==> src/rtl/mycpu_pkg.sv <==
// Shared types and encodings for the CPU control unit: opcodes, FSM states,
// PC-select / write-back-mux codes and ALU function-select values.
package mycpu_pkg;

   localparam int unsigned OPC_W = 7;
   localparam int unsigned FS_W  = 4;

   typedef enum logic [OPC_W-1:0] {
      OP_MOVA = 7'h00, OP_INC  = 7'h01, OP_ADD  = 7'h02, OP_MUL  = 7'h03,
      OP_SRA  = 7'h04, OP_SUB  = 7'h05, OP_DEC  = 7'h06, OP_SLA  = 7'h07,
      OP_AND  = 7'h08, OP_OR   = 7'h09, OP_XOR  = 7'h0A, OP_NOT  = 7'h0B,
      OP_MOVB = 7'h0C, OP_SHR  = 7'h0D, OP_SHL  = 7'h0E, OP_CLR  = 7'h0F,
      OP_LDI  = 7'h10, OP_ADI  = 7'h11,
      OP_BRZ  = 7'h20, OP_BRN  = 7'h21, OP_JMP  = 7'h22,
      OP_LD   = 7'h30, OP_ST   = 7'h31, OP_IOR  = 7'h32, OP_IOW  = 7'h33,
      OP_XXL  = 7'h40,
      OP_HAL  = 7'h50
   } opcode_t;

   typedef enum logic [2:0] {
      S_RST, S_INF, S_EX0, S_MWT, S_XL0, S_HLT, S_ERR
   } cu_state_t;

   localparam logic [1:0] PS_HOLD = 2'b00;
   localparam logic [1:0] PS_INC  = 2'b01;
   localparam logic [1:0] PS_BR   = 2'b10;
   localparam logic [1:0] PS_JMP  = 2'b11;

   localparam logic [1:0] MD_ALU  = 2'b00;
   localparam logic [1:0] MD_MEM  = 2'b01;
   localparam logic [1:0] MD_IO   = 2'b10;

   localparam logic [FS_W-1:0] FS_MOVA = 4'h0, FS_INC = 4'h1, FS_ADD  = 4'h2,
                               FS_MUL  = 4'h3, FS_SRA = 4'h4, FS_SUB  = 4'h5,
                               FS_DEC  = 4'h6, FS_SLA = 4'h7, FS_AND  = 4'h8,
                               FS_OR   = 4'h9, FS_XOR = 4'hA, FS_NOT  = 4'hB,
                               FS_MOVB = 4'hC, FS_SHR = 4'hD, FS_SHL  = 4'hE,
                               FS_CLR  = 4'hF;

   // ALU function for the single-cycle register ops.
   function automatic logic [FS_W-1:0] alu_fs(input opcode_t op);
      case (op)
         OP_INC:  return FS_INC;
         OP_ADD:  return FS_ADD;
         OP_MUL:  return FS_MUL;
         OP_SRA:  return FS_SRA;
         OP_SUB:  return FS_SUB;
         OP_DEC:  return FS_DEC;
         OP_SLA:  return FS_SLA;
         OP_AND:  return FS_AND;
         OP_OR:   return FS_OR;
         OP_XOR:  return FS_XOR;
         OP_NOT:  return FS_NOT;
         OP_MOVB: return FS_MOVB;
         OP_SHR:  return FS_SHR;
         OP_SHL:  return FS_SHL;
         OP_CLR:  return FS_CLR;
         default: return FS_MOVA;
      endcase
   endfunction

endpackage

==> src/rtl/cu_wait_timer.sv <==
// Saturating up-counter with synchronous clear (priority over enable) and a
// terminal-count flag that is high while the count equals MAX.
module cu_wait_timer #(
   parameter int unsigned MAX = 15
) (
   input  logic clk,
   input  logic rst_n,
   input  logic clr,
   input  logic en,
   output logic tc_c
);

   localparam int unsigned CW = (MAX < 1) ? 1 : $clog2(MAX + 1);

   logic [CW-1:0] cnt;

   assign tc_c = (cnt == CW'(MAX));

   // Holds at MAX instead of wrapping.
   always_ff @(posedge clk or negedge rst_n) begin
      if (!rst_n) begin
         cnt <= '0;
      end else if (clr) begin
         cnt <= '0;
      end else if (en && !tc_c) begin
         cnt <= cnt + CW'(1);
      end
   end

endmodule

==> src/rtl/cu_seq.sv <==
// Multi-cycle CPU control unit with memory/IO ready handshake, bounded shift
// loop and halt/error status. Define CU_TIMEOUT_EN to bound stalls by WAIT_MAX.
module cu_seq #(
   parameter int unsigned IW       = 16,
   parameter int unsigned OPW      = 7,
   parameter int unsigned RAW      = 3,
   parameter int unsigned FSW      = 4,
   parameter int unsigned LOOP_MAX = 16,
   parameter int unsigned WAIT_MAX = 15
) (
   input  logic                 clk,
   input  logic                 rst_n,
   input  logic [IW-1:0]        ins_in,
   input  logic                 z_in,
   input  logic                 n_in,
   input  logic                 rdy_in,
   output logic                 il_out,
   output logic [1:0]           ps_out,
   output logic                 rw_out,
   output logic [3*(RAW+1)-1:0] rs_out,
   output logic                 mm_out,
   output logic [1:0]           md_out,
   output logic                 mb_out,
   output logic [FSW-1:0]       fs_out,
   output logic                 wen_out,
   output logic                 iom_out,
   output logic                 halt_out,
   output logic                 err_out
);

   import mycpu_pkg::*;

   localparam int unsigned RSW = 3 * (RAW + 1);

   cu_state_t      state, state_nx;
   opcode_t        op;
   logic [RAW-1:0] dst, srca, srcb;
   logic [RSW-1:0] rs_map, rs_xl;
   logic           loop_clr, loop_en, loop_tc;
   logic           wait_tc;
   logic [1:0]     mem_md;
   logic           mem_wen, mem_iom, mem_rd;

   assign op     = opcode_t'(OPC_W'(ins_in[IW-1 -: OPW]));
   assign dst    = ins_in[3*RAW-1 -: RAW];
   assign srca   = ins_in[2*RAW-1 -: RAW];
   assign srcb   = ins_in[RAW-1:0];
   assign rs_map = {1'b0, dst, 1'b0, srca, 1'b0, srcb};
   assign rs_xl  = {1'b0, {RAW{1'b0}}, 1'b0, srca, 1'b0, srcb};

   cu_wait_timer #(.MAX(LOOP_MAX)) u_loop (
      .clk   (clk),
      .rst_n (rst_n),
      .clr   (loop_clr),
      .en    (loop_en),
      .tc_c  (loop_tc)
   );

`ifdef CU_TIMEOUT_EN
   logic wait_run;

   // Counts only while actually stalled; any exit from INF/MWT clears it.
   assign wait_run = ((state == S_INF) || (state == S_MWT)) && !rdy_in;

   cu_wait_timer #(.MAX(WAIT_MAX)) u_wait (
      .clk   (clk),
      .rst_n (rst_n),
      .clr   (!wait_run),
      .en    (wait_run),
      .tc_c  (wait_tc)
   );
`else
   logic unused_wait_max;

   assign wait_tc         = 1'b0;
   assign unused_wait_max = |WAIT_MAX;
`endif

   // Memory/IO control lines shared by EX0 and MWT.
   always_comb begin
      mem_md  = MD_ALU;
      mem_wen = 1'b1;
      mem_iom = 1'b0;
      mem_rd  = 1'b0;
      case (op)
         OP_LD:  begin mem_md = MD_MEM; mem_rd = 1'b1; end
         OP_ST:  mem_wen = 1'b0;
         OP_IOR: begin mem_md = MD_IO; mem_iom = 1'b1; mem_rd = 1'b1; end
         OP_IOW: begin mem_wen = 1'b0; mem_iom = 1'b1; end
         default: ;
      endcase
   end

   always_ff @(posedge clk or negedge rst_n) begin
      if (!rst_n) state <= S_RST;
      else        state <= state_nx;
   end

   always_comb begin
      state_nx = state;
      il_out   = 1'b0;
      ps_out   = PS_HOLD;
      rw_out   = 1'b0;
      rs_out   = rs_map;
      mm_out   = 1'b0;
      md_out   = MD_ALU;
      mb_out   = 1'b0;
      fs_out   = '0;
      wen_out  = 1'b1;
      iom_out  = 1'b0;
      halt_out = 1'b0;
      err_out  = 1'b0;
      loop_clr = 1'b1;
      loop_en  = 1'b0;

      case (state)
         S_RST: begin
            rs_out   = '0;
            state_nx = S_INF;
         end

         S_INF: begin
            mm_out = 1'b1;
            if (rdy_in) begin
               il_out   = 1'b1;
               state_nx = S_EX0;
            end else if (wait_tc) begin
               state_nx = S_ERR;
            end
         end

         S_EX0: begin
            state_nx = S_INF;
            case (op)
               OP_MOVA, OP_INC, OP_ADD, OP_MUL, OP_SRA, OP_SUB, OP_DEC, OP_SLA,
               OP_AND, OP_OR, OP_XOR, OP_NOT, OP_MOVB, OP_SHR, OP_SHL, OP_CLR: begin
                  ps_out = PS_INC;
                  rw_out = 1'b1;
                  fs_out = FSW'(alu_fs(op));
               end
               OP_LDI: begin
                  ps_out = PS_INC;
                  rw_out = 1'b1;
                  fs_out = FSW'(FS_MOVB);
                  mb_out = 1'b1;
               end
               OP_ADI: begin
                  ps_out = PS_INC;
                  rw_out = 1'b1;
                  fs_out = FSW'(FS_ADD);
                  mb_out = 1'b1;
               end
               OP_BRZ: begin
                  md_out = MD_MEM;
                  ps_out = z_in ? PS_BR : PS_INC;
               end
               OP_BRN: begin
                  md_out = MD_MEM;
                  ps_out = n_in ? PS_BR : PS_INC;
               end
               OP_JMP: ps_out = PS_JMP;
               OP_LD, OP_ST, OP_IOR, OP_IOW: begin
                  md_out  = mem_md;
                  wen_out = mem_wen;
                  iom_out = mem_iom;
                  if (rdy_in) begin
                     ps_out = PS_INC;
                     rw_out = mem_rd;
                  end else begin
                     state_nx = S_MWT;
                  end
               end
               OP_XXL: begin
                  fs_out   = FSW'(FS_SHL);
                  iom_out  = 1'b1;
                  wen_out  = 1'b0;
                  rs_out   = '0;
                  loop_clr = 1'b0;
                  loop_en  = 1'b1;
                  state_nx = S_XL0;
               end
               default: state_nx = S_HLT;
            endcase
         end

         S_MWT: begin
            md_out  = mem_md;
            wen_out = mem_wen;
            iom_out = mem_iom;
            if (rdy_in) begin
               ps_out   = PS_INC;
               rw_out   = mem_rd;
               state_nx = S_INF;
            end else if (wait_tc) begin
               state_nx = S_ERR;
            end
         end

         // Shift loop: each pass re-issues SHL into R0 until zero or the cap.
         S_XL0: begin
            iom_out = 1'b1;
            if (z_in || loop_tc) begin
               ps_out   = PS_INC;
               state_nx = S_INF;
            end else begin
               fs_out   = FSW'(FS_SHL);
               rw_out   = 1'b1;
               rs_out   = rs_xl;
               loop_clr = 1'b0;
               loop_en  = 1'b1;
            end
         end

         S_HLT: halt_out = 1'b1;

         S_ERR: begin
`ifdef CU_TIMEOUT_EN
            err_out = 1'b1;
`endif
         end

         default: state_nx = S_RST;
      endcase
   end

endmodule

==> config.mk <==
export PLATFORM = sky130hd
export DESIGN_NAME = cu_seq
export DESIGN_NICKNAME = d
export VERILOG_FILES = /design/src/rtl/mycpu_pkg.sv /design/src/rtl/cu_wait_timer.sv /design/src/rtl/cu_seq.sv
export SDC_FILE = /design/constraint.sdc
export NUM_CORES = 1
export LEC_CHECK = 0
export CORE_MARGIN = 10
export CORE_UTILIZATION = 30
export CTS_CLUSTER_SIZE = 30
export DETAILED_ROUTE_END_ITERATION = 16
export PLACE_DENSITY_LB_ADDON = 0.08
export SETUP_SLACK_MARGIN = 0.5
export SLEW_MARGIN = 20
export SYNTH_ARGS = -nofsm -noshare
export SYNTH_HDL_FRONTEND = slang
export SYNTH_SLANG_ARGS = --single-unit
==> constraint.sdc <==
create_clock -name clk -period 3.3 [get_ports clk]
set_clock_uncertainty 0.05 [all_clocks]
set_input_delay 0.495 -clock clk [delete_from_list [all_inputs] [get_ports clk]]
set_output_delay 0.495 -clock clk [all_outputs]
set_load 0.01 [all_outputs]
### Word level (Yosys, flattened, before mapping)

Memories as Yosys holds them, arrays and structs flattened.
Cells that the tools add are included.

* output and inout bits: 28
* memory bits (read-only): 64
* logic and storage cells: 104
* flip-flop bits (word level): 8
* memories kept: 1

Memories
* (no name shown): depth 16, bits a word 4, read ports 1, clocked after memory_dff 0, wr ports 0, line mycpu_pkg.sv:42 `case (op)`

* equal/unequal tests: 35
* add/sub/neg operators: 1
* mux-type cells: 46
* bitwise logic cells: 1
* reduce and logical (&&, ||, !) cells: 18

Operators with widths (count)
* $eq A7 B4 Y1 const B: 8
* $eq A7 B6 Y1 const B: 7
* $pmux W11 S3: 1
* $eq A7 B3 Y1 const B: 4
* $mux W11: 2
* $reduce_or A21 Y1: 1
* $pmux W3 S6: 1
* $reduce_or A18 Y1: 1
* $mux W1: 16
* $pmux W4 S4: 1
* $reduce_or A16 Y1: 1
* $eq A7 B2 Y1 const B: 2
* $eq A7 B5 Y1 const B: 2
* $pmux W1 S2: 6
* $pmux W2 S2: 3
* $reduce_or A2 Y1: 6
* $mux W5: 2
* $pmux W2 S5: 1
* $eq A3 B3 Y1 const B: 3
* $mux W3: 3
* $pmux W3 S3: 1
* $mux W4: 2
* $pmux W4 S2: 1
* $eq A7 B1 Y1 const B: 1
* 18 further kinds: 25

### Logic depth before layout (Yosys ltp)

Gate-level depths: netlist of run 1.

* depth after elaboration: 7
* gate-level depth with buffers: 6

### By module

From an unflattened synthesis of run 1, not the netlist that was laid out.

* cells, all modules: 143
* area total of the unflattened synthesis: 1062.3 um^2

Modules (own cells, without submodules)
* cu_seq: cells an instance 116, times used 1, area an instance 782.0 um^2, seq. area each 75.1 um^2
* cu_wait_timer: cells an instance 27, times used 1, area an instance 280.3 um^2, seq. area each 125.1 um^2

### Least setup slack after synthesis of run 1

No wires, ideal clock.

* path kind: input port to output port
* from: input ins_in[15]
* to: output ps_out[1]
* path buffers: 1
* cell stages on the path: 4
* arrival time: 1.621 ns
* setup slack: 1.134 ns
* cells stage by stage: buf_2 > nor2b_1 > nand3_1 > a2111oi_0

* cells in the longest elaborated chain, start to end: 4
* elaborated cells between the ends (all ways): 29
* classes of those cells: eq/ne: 24; mux: 2; reduce/logical: 3

Ends and longest elaborated chain
* from (decl): line cu_seq.sv:13 `input logic [IW-1:0] ins_in,`
* $eq A7 B1 Y1, or another cell as far along: line cu_seq.sv:134 `case (op)`
* $reduce_or A18 Y1 (no line) or $reduce_or A4 Y1 (tied branches)
* $pmux W2 S5 *: line cu_seq.sv:134
* $pmux W2 S3 *: line cu_seq.sv:116 `case (state)`
* to (decl): line cu_seq.sv:18 `output logic [1:0] ps_out,`

Mark *: on every way between the ends. The rest lies on a longest branch, timed or not.

### Worst setup path after layout of run 1

* from: register state[2]
* to: output fs_out[0]

* cells in the longest elaborated chain, start to end: 2
* elaborated cells between the ends (all ways): 3
* classes of those cells: eq/ne: 2; mux: 1

Ends and longest elaborated chain
* from (decl): line cu_seq.sv:35 `cu_state_t state, state_nx;`
* from (signal assigned): line cu_seq.sv:96 `else state <= state_nx;`
* $eq A3 B3 Y1 or $eq A3 B2 Y1 (tied branches): line cu_seq.sv:116
* $pmux W4 S2 *: line cu_seq.sv:116
* to (decl): line cu_seq.sv:24 `output logic [FSW-1:0] fs_out,`

Marks and branches as above.

==> qor.yml, run 1 <==
status:
  outcome: "finished, final reports clean"
power_and_ir_drop:
  power_uw: 618
  combinationalPowerShare_pct: 60.8
  p_switching_uw: 266
  vdd.ir_drop.worst_uv: 167
  cell_internal_pwr_uw: 351
  p_leak_nw: 0.721
  clockPowerShare_pct: 12.2
  power_density_nw_per_um2: 398
  seq_power_share_pct: 26.9
  netSwitchingFraction_pct: 43.1
setup_path:
  ff2ff_path_depth: 6
  cp.required_ns: 2.75
  r2r_setup_slack_ns: 1.60
  arrival_ns: 2.22
  end_kind: "output pin"
  worstSetupStartpointType: "flip-flop"
  crit_type: "flip-flop to output pin"
  rr_endpoint: "state[0]"
  crit_path_max_fanout: 10
  cp-startpoint: "state[2]"
  rr_startpoint: "u_loop.cnt[0]"
placed_design:
  dp_hpwl_um: 2730
  io_buffers: 44
  gp_congestion: 0.861
sta:
  slew_violations: 0
  max_freq_ghz: 0.362
  finalCritPeriodShare_pct: 83.8
  holdWs_ns: 0.467
  period_needed_ns: 2.76
  hold_viol_final: 0
  rsz0062_at_grt: "true"
  setup_viol_count_final: 0
  fin_setup_tns_ns: 0
route:
  dr_total_vias: 1116
  wl_per_cell_um: 14.9
  drcViolationCount: 0
  viasPerCell: 5.00
  antenna_left: 0
  drt_iter0_drc: 50
  wl_um: 3330
  dr.pass1.iters: 4
finish:
  drive_above_1_share_pct: 21.8
  diodes: 0
  nets: 204
  multi_input_comb_area_um2: 738
  fill_cells: 325
  utilization_pct: 50.0
  seq_area_um2: 204
  syn2layout_area_growth_pct: 56.0
run:
  cap_violations: 0
clock_network:
  cts.sinks: 8
  clock_path_buffers: 2
  root_buffer: "clkbuf_4"
  cts_tree: "yes"
  cts_buffers: 3
  worstSkewPairLatency_ns: 0.25
  h-tree-depth: 1
  cts.reportedPaths.clkPinSlew_ns: 0.06
worst_hold_path:
  hold_path_class: "primary input to asynchronous set/reset pin"
die:
  die-area_um2: 6010
  start_util_pct: 32.0
  io_pins: 49
  std_cell_rows: 20
  die_y_um: 77.5
  die_w_um: 77.5
  coreArea_um2: 3100
global_route:
  grt_pass1_vias: 1126
  grt_max_degree: 14
  antenna_found_initial: 0
  overflow: 0
  grt_pass1_wl_um: 5400
  grtUsageTotal_pct: 10.5
yosys:
  yosysWarnings: 0
  synth-async-reset-ratio_pct: 100
  synth-seq-cells: 8
  yosysUniqueCellTypes: 49
  syn_inst: 129
  syn_area_um2: 993
  synth_edf_count: 0
  ys_seq_area_share_pct: 20.2
  ys.flop_type: "dfrtp_1"
  synth.avg_cell_area_um2: 7.70
## what timing repair did
item,in CTS,in global routing
pin swaps,0,1
hold buffers,0,0
gates resized for setup,24,18
endpoints found under the hold margin,0,0
setup endpoints to repair,20,18
buffers inserted,5,2
## synth_stat cells (2+ instances only)
library cell   n  area (um2)
inv_1          6        22.5
buf_4          4        30.0
o21ai_0        4        20.0
xor2_1         2        17.5
and2_1         7        43.8
nor2b_2        3        26.3
nand2_1        6        22.5
dfrtp_1        8         200
nor3_2         2        20.0
nor2_1        18        67.6
a21o_1         2        15.0
a311o_1        2        20.0
a21oi_1        3        15.0
buf_2          5        25.0
a31oi_1        3        18.8
nor3_1         6        30.0
mux2i_1        4        40.0
nor3b_1        2        15.0
buf_6          2        22.5
nand3_1        3        15.0
nand2b_4       2        27.5
o21ai_1        3        15.0
ha_1           2        25.0
nand2b_1       2        12.5
and3_1         4        25.0
## placed cells by master (no fill, tap or decap), types with 3 or more instances in the layout
| cell | instances |
|---|---|
| clkdlybuf4s50_1 | 22 |
| nor2_1 | 17 |
| dlygate4sd2_1 | 14 |
| buf_4 | 12 |
| and2_1 | 7 |
| nor3_1 | 6 |
| nand2_1 | 6 |
| inv_1 | 5 |
| dfrtp_1 | 5 |
| mux2i_1 | 4 |
| o21ai_0 | 4 |
| conb_1 | 4 |
| dlymetal6s2s_1 | 4 |
| a31oi_1 | 3 |
| o21ai_1 | 3 |
| nor2b_2 | 3 |
| a21oi_1 | 3 |
| nand3_1 | 3 |
| clkbuf_4 | 3 |
| clkbuf_2 | 3 |
| dfrtp_2 | 3 |
## layout make-up
| cell class | instances | area share, % |
|---|---|---|
| sequential | 8 | 13.2 |
| inverter | 6 | 1.45 |
| clock buffer | 3 | 1.45 |
| multi-input combinational | 106 | 47.6 |
| timing repair buffer | 56 | 32.8 |
| tap | 44 | 3.55 |
## stage by stage
| step | cells | area [um2] | worst slack [ns] |
|---|---|---|---|
| floorplan | 132 | 1000 | 1.13 |
| global placement | 213 | 1460 | 0.127 |
| detailed placement | 213 | 1460 | 0.141 |
| CTS | 221 | 1510 | 0.284 |
| global route | 223 | 1550 | 0.458 |
| finish | 223 | 1550 | 0.535 |
## cell families (layout without fill, tap and decap cells)
group | Yosys count | after routing | share of synthesized area, %
muxes | 4 | 4 | 4.03
adders and majority gates | 2 | 2 | 2.52
and+or+nand+nor | 64 | 64 | 38.8
xor gates and xnor gates | 3 | 3 | 2.65
DFF | 8 | 8 | 20.2
buffers and inverters | 18 | 65 | 10.5
AOI/OAI and AO/OA | 29 | 29 | 21.0
other | 1 | 4 | 0.377
## worst max-delay path: stages (launching register included)
cell	delay [ns]
dfrtp_2	0.46
nand2b_4	0.19
nand2b_4	0.17
or3_4	0.36
nor3b_1	0.21
clkdlybuf4s50_1	0.58
## power by group through the flow
stage                     registers, mW  clock network (mW)  logic, mW
after floorplan                   0.126                   0      0.254
after global placement            0.162                   0      0.397
after detailed placement          0.164                   0      0.401
after CTS                         0.163              0.0786      0.378
after global routing              0.173              0.0855      0.413
final                             0.166              0.0756      0.376
## routing by layer
metal  global-route usage (%)  routed length, um  share of wire [%]
met5                        0                  0                  0
met2                     17.9               1600                 48
met3                     4.03                202                6.1
met1                     12.2               1510                 45
met4                     2.19                 22               0.66
## registers in the layout, summed over array words and instances (netlist names)
name,count
state,3
u_loop.cnt,5
## how the worst max path moves through the flow
| stage | end | slack (ns) | depth (start not counted) |
|---|---|---|---|
| global placement | ps_out[0] | 0.13 | 6 |
| finish | fs_out[0] | 0.54 | 5 |
| detailed placement | ps_out[0] | 0.14 | 6 |
| floorplan | ps_out[1] | 1.13 | 4 |
| global route | fs_out[0] | 0.46 | 5 |
| CTS | ps_out[0] | 0.28 | 6 |
Note: power is estimated with default switching activity, not from simulation.
==> run 2: changes to the inputs <==
clock period = 2.6 ns   (was 3.3 ns; I/O delays follow)
==> qor.yml, run 2 (synthesis gave the netlist of run 1 again) <==
route:
  wl_met3_um: 180
  drt_iter0_drc: 60
  drcViolationCount: 0
  viasPerCell: 4.88
  dr_total_vias: 1206
  wl_per_cell_um: 14.7
  dr.pass1.iters: 4
  route.met2.wl_um: 1820
  dr.max_layer_used: "met3"
  wl_met1_um: 1620
  antenna_left: 0
  wl_um: 3620
power_and_ir_drop:
  vdd.ir_drop.worst_uv: 220
  power_uw: 875
  power_density_nw_per_um2: 505
  p_leak_nw: 0.836
setup_path:
  cp-endpoint: "rs_out[10]"
  rr_endpoint: "state[0]"
  crit_path_max_fanout: 3
  r2r_setup_slack_ns: 0.69
  arrival_ns: 1.81
  cp.required_ns: 2.16
  ff2ff_path_depth: 9
  worstSetupStartpointType: "flip-flop"
  end_kind: "output pin"
  rr_startpoint: "u_loop.cnt[0]"
  cp-startpoint: "u_loop.cnt[0]"
  crit_type: "flip-flop to output pin"
status:
  outcome: "finished, final reports clean"
finish:
  fill_cells: 318
  drive_above_1_share_pct: 42.9
  diodes: 0
  seq_area_um2: 201
  nets: 228
  layout_commonest_cell: "buf_4"
  syn2layout_area_growth_pct: 74.3
  top_regs: "u_loop.cnt: 5 flops, state: 3 flops"
  layout.cells.non_filler: 247
  layout_common_cells: "buf_4, nor2_1, buf_2"
  utilization_pct: 55.8
  largest_reg_flops: 5
  multi_input_comb_area_um2: 785
  regMostFlops: "u_loop.cnt"
sta:
  hold_viol_final: 0
  slew_violations: 0
  finalCritPeriodShare_pct: 86.4
  max_freq_ghz: 0.445
  period_needed_ns: 2.25
  rsz0062_at_grt: "true"
  setup_viol_count_final: 0
  fin_setup_tns_ns: 0
run:
  cap_violations: 0
clock_network:
  cts.reportedPaths.clkPinSlew_ns: 0.05
  cts.sinks: 8
  h-tree-depth: 1
  worstSkewPairLatency_ns: 0.25
  root_buffer: "clkbuf_4"
  postCtsHoldBufs: 0
  clock_path_buffers: 2
  cts_buffers: 3
  cts_tree: "yes"
placed_design:
  io_buffers: 44
  dp.cells: 231
  dp_hpwl_um: 2850
  gp_congestion: 0.864
global_route:
  overflow: 0
  grtUsageTotal_pct: 11.2
  grt_pass1_wl_um: 5710
  grt_max_degree: 11
  antenna_found_initial: 0
  grt_pass1_vias: 1183
die:
  die_w_um: 77.5
  io_pins: 49
  start_util_pct: 32.0
  die-area_um2: 6010
  coreArea_um2: 3100
  std_cell_rows: 20
  die_y_um: 77.5
worst_hold_path:
  hold_path_class: "primary input to asynchronous set/reset pin"
==> run 2: changes by cell type in the layout (fill, tap and decap cells not counted), sizes merged <==
cell	change
clkbuf	-1
dlygate4sd2	-5
buf	+40
clkdlybuf4s15	+1
clkdlybuf4s50	-11
==> run 2: stage by stage <==
stage | instance area [um2] | hold slack (ns) | worst slack [ns]
2_1_floorplan | 1000 | 0.0444 | 0.644
3_3_place_gp | 1590 | 0.480 | -0.197
3_5_place_dp | 1590 | 0.488 | -0.231
4_1_cts | 1670 | 0.371 | 0.310
5_1_grt | 1730 | 0.379 | 0.244
6_report | 1730 | 0.366 | 0.353
==> run 2: critical path: stages, from the launching register on <==
cell      delay, ns
dfrtp_1        0.39
inv_2          0.08
ha_4           0.11
and4bb_2       0.29
nor2_4         0.05
a221o_2        0.39
nor2b_2        0.11
buf_2          0.13
==> run 2: how the worst min path moves through the flow <==
| stage | to | depth (start not counted) | slack, ns | from |
|---|---|---|---|---|
| 5_1_grt | u_loop.cnt[1] | 1 | 0.38 | rst_n |
| 2_1_floorplan | state[0] | 0 | 0.04 | rst_n |
| 4_1_cts | u_loop.cnt[0] | 1 | 0.37 | rst_n |
| 3_3_place_gp | u_loop.cnt[4] | 2 | 0.48 | u_loop.cnt[4] |
| 6_report | u_loop.cnt[0] | 1 | 0.37 | rst_n |
| 3_5_place_dp | u_loop.cnt[4] | 2 | 0.49 | u_loop.cnt[4] |
==> run 2: area by class of cell <==
| cell class | instances | share of cell area [%] |
|---|---|---|
| tap | 44 | 3.18 |
| inverter | 6 | 1.30 |
| timing repair buffer | 80 | 37.3 |
| clock buffer | 3 | 1.30 |
| multi-input combinational | 106 | 45.3 |
| sequential | 8 | 11.6 |
==> run 2: what timing repair did <==
action,in CTS,in global routing
resized for setup,100,17
endpoints found under the setup margin,23,21
pin swaps,6,8
buffers inserted,9,4
hold endpoints to repair,0,0
==> run 2: routing by layer <==
metal	up-vias	track usage, %
li1	604	-
met1	561	13.8
met2	41	18.8
met3	0	3.57
met4	0	2.19
met5	-	0
==> run 2: report_power, final <==
| group | internal, mW | switching, mW | total [mW] |
|---|---|---|---|
| clock | 0.0524 | 0.0369 | 0.0894 |
| sequential | 0.149 | 0.0281 | 0.177 |
| combinational | 0.304 | 0.304 | 0.608 |
| total | 0.506 | 0.369 | 0.875 |
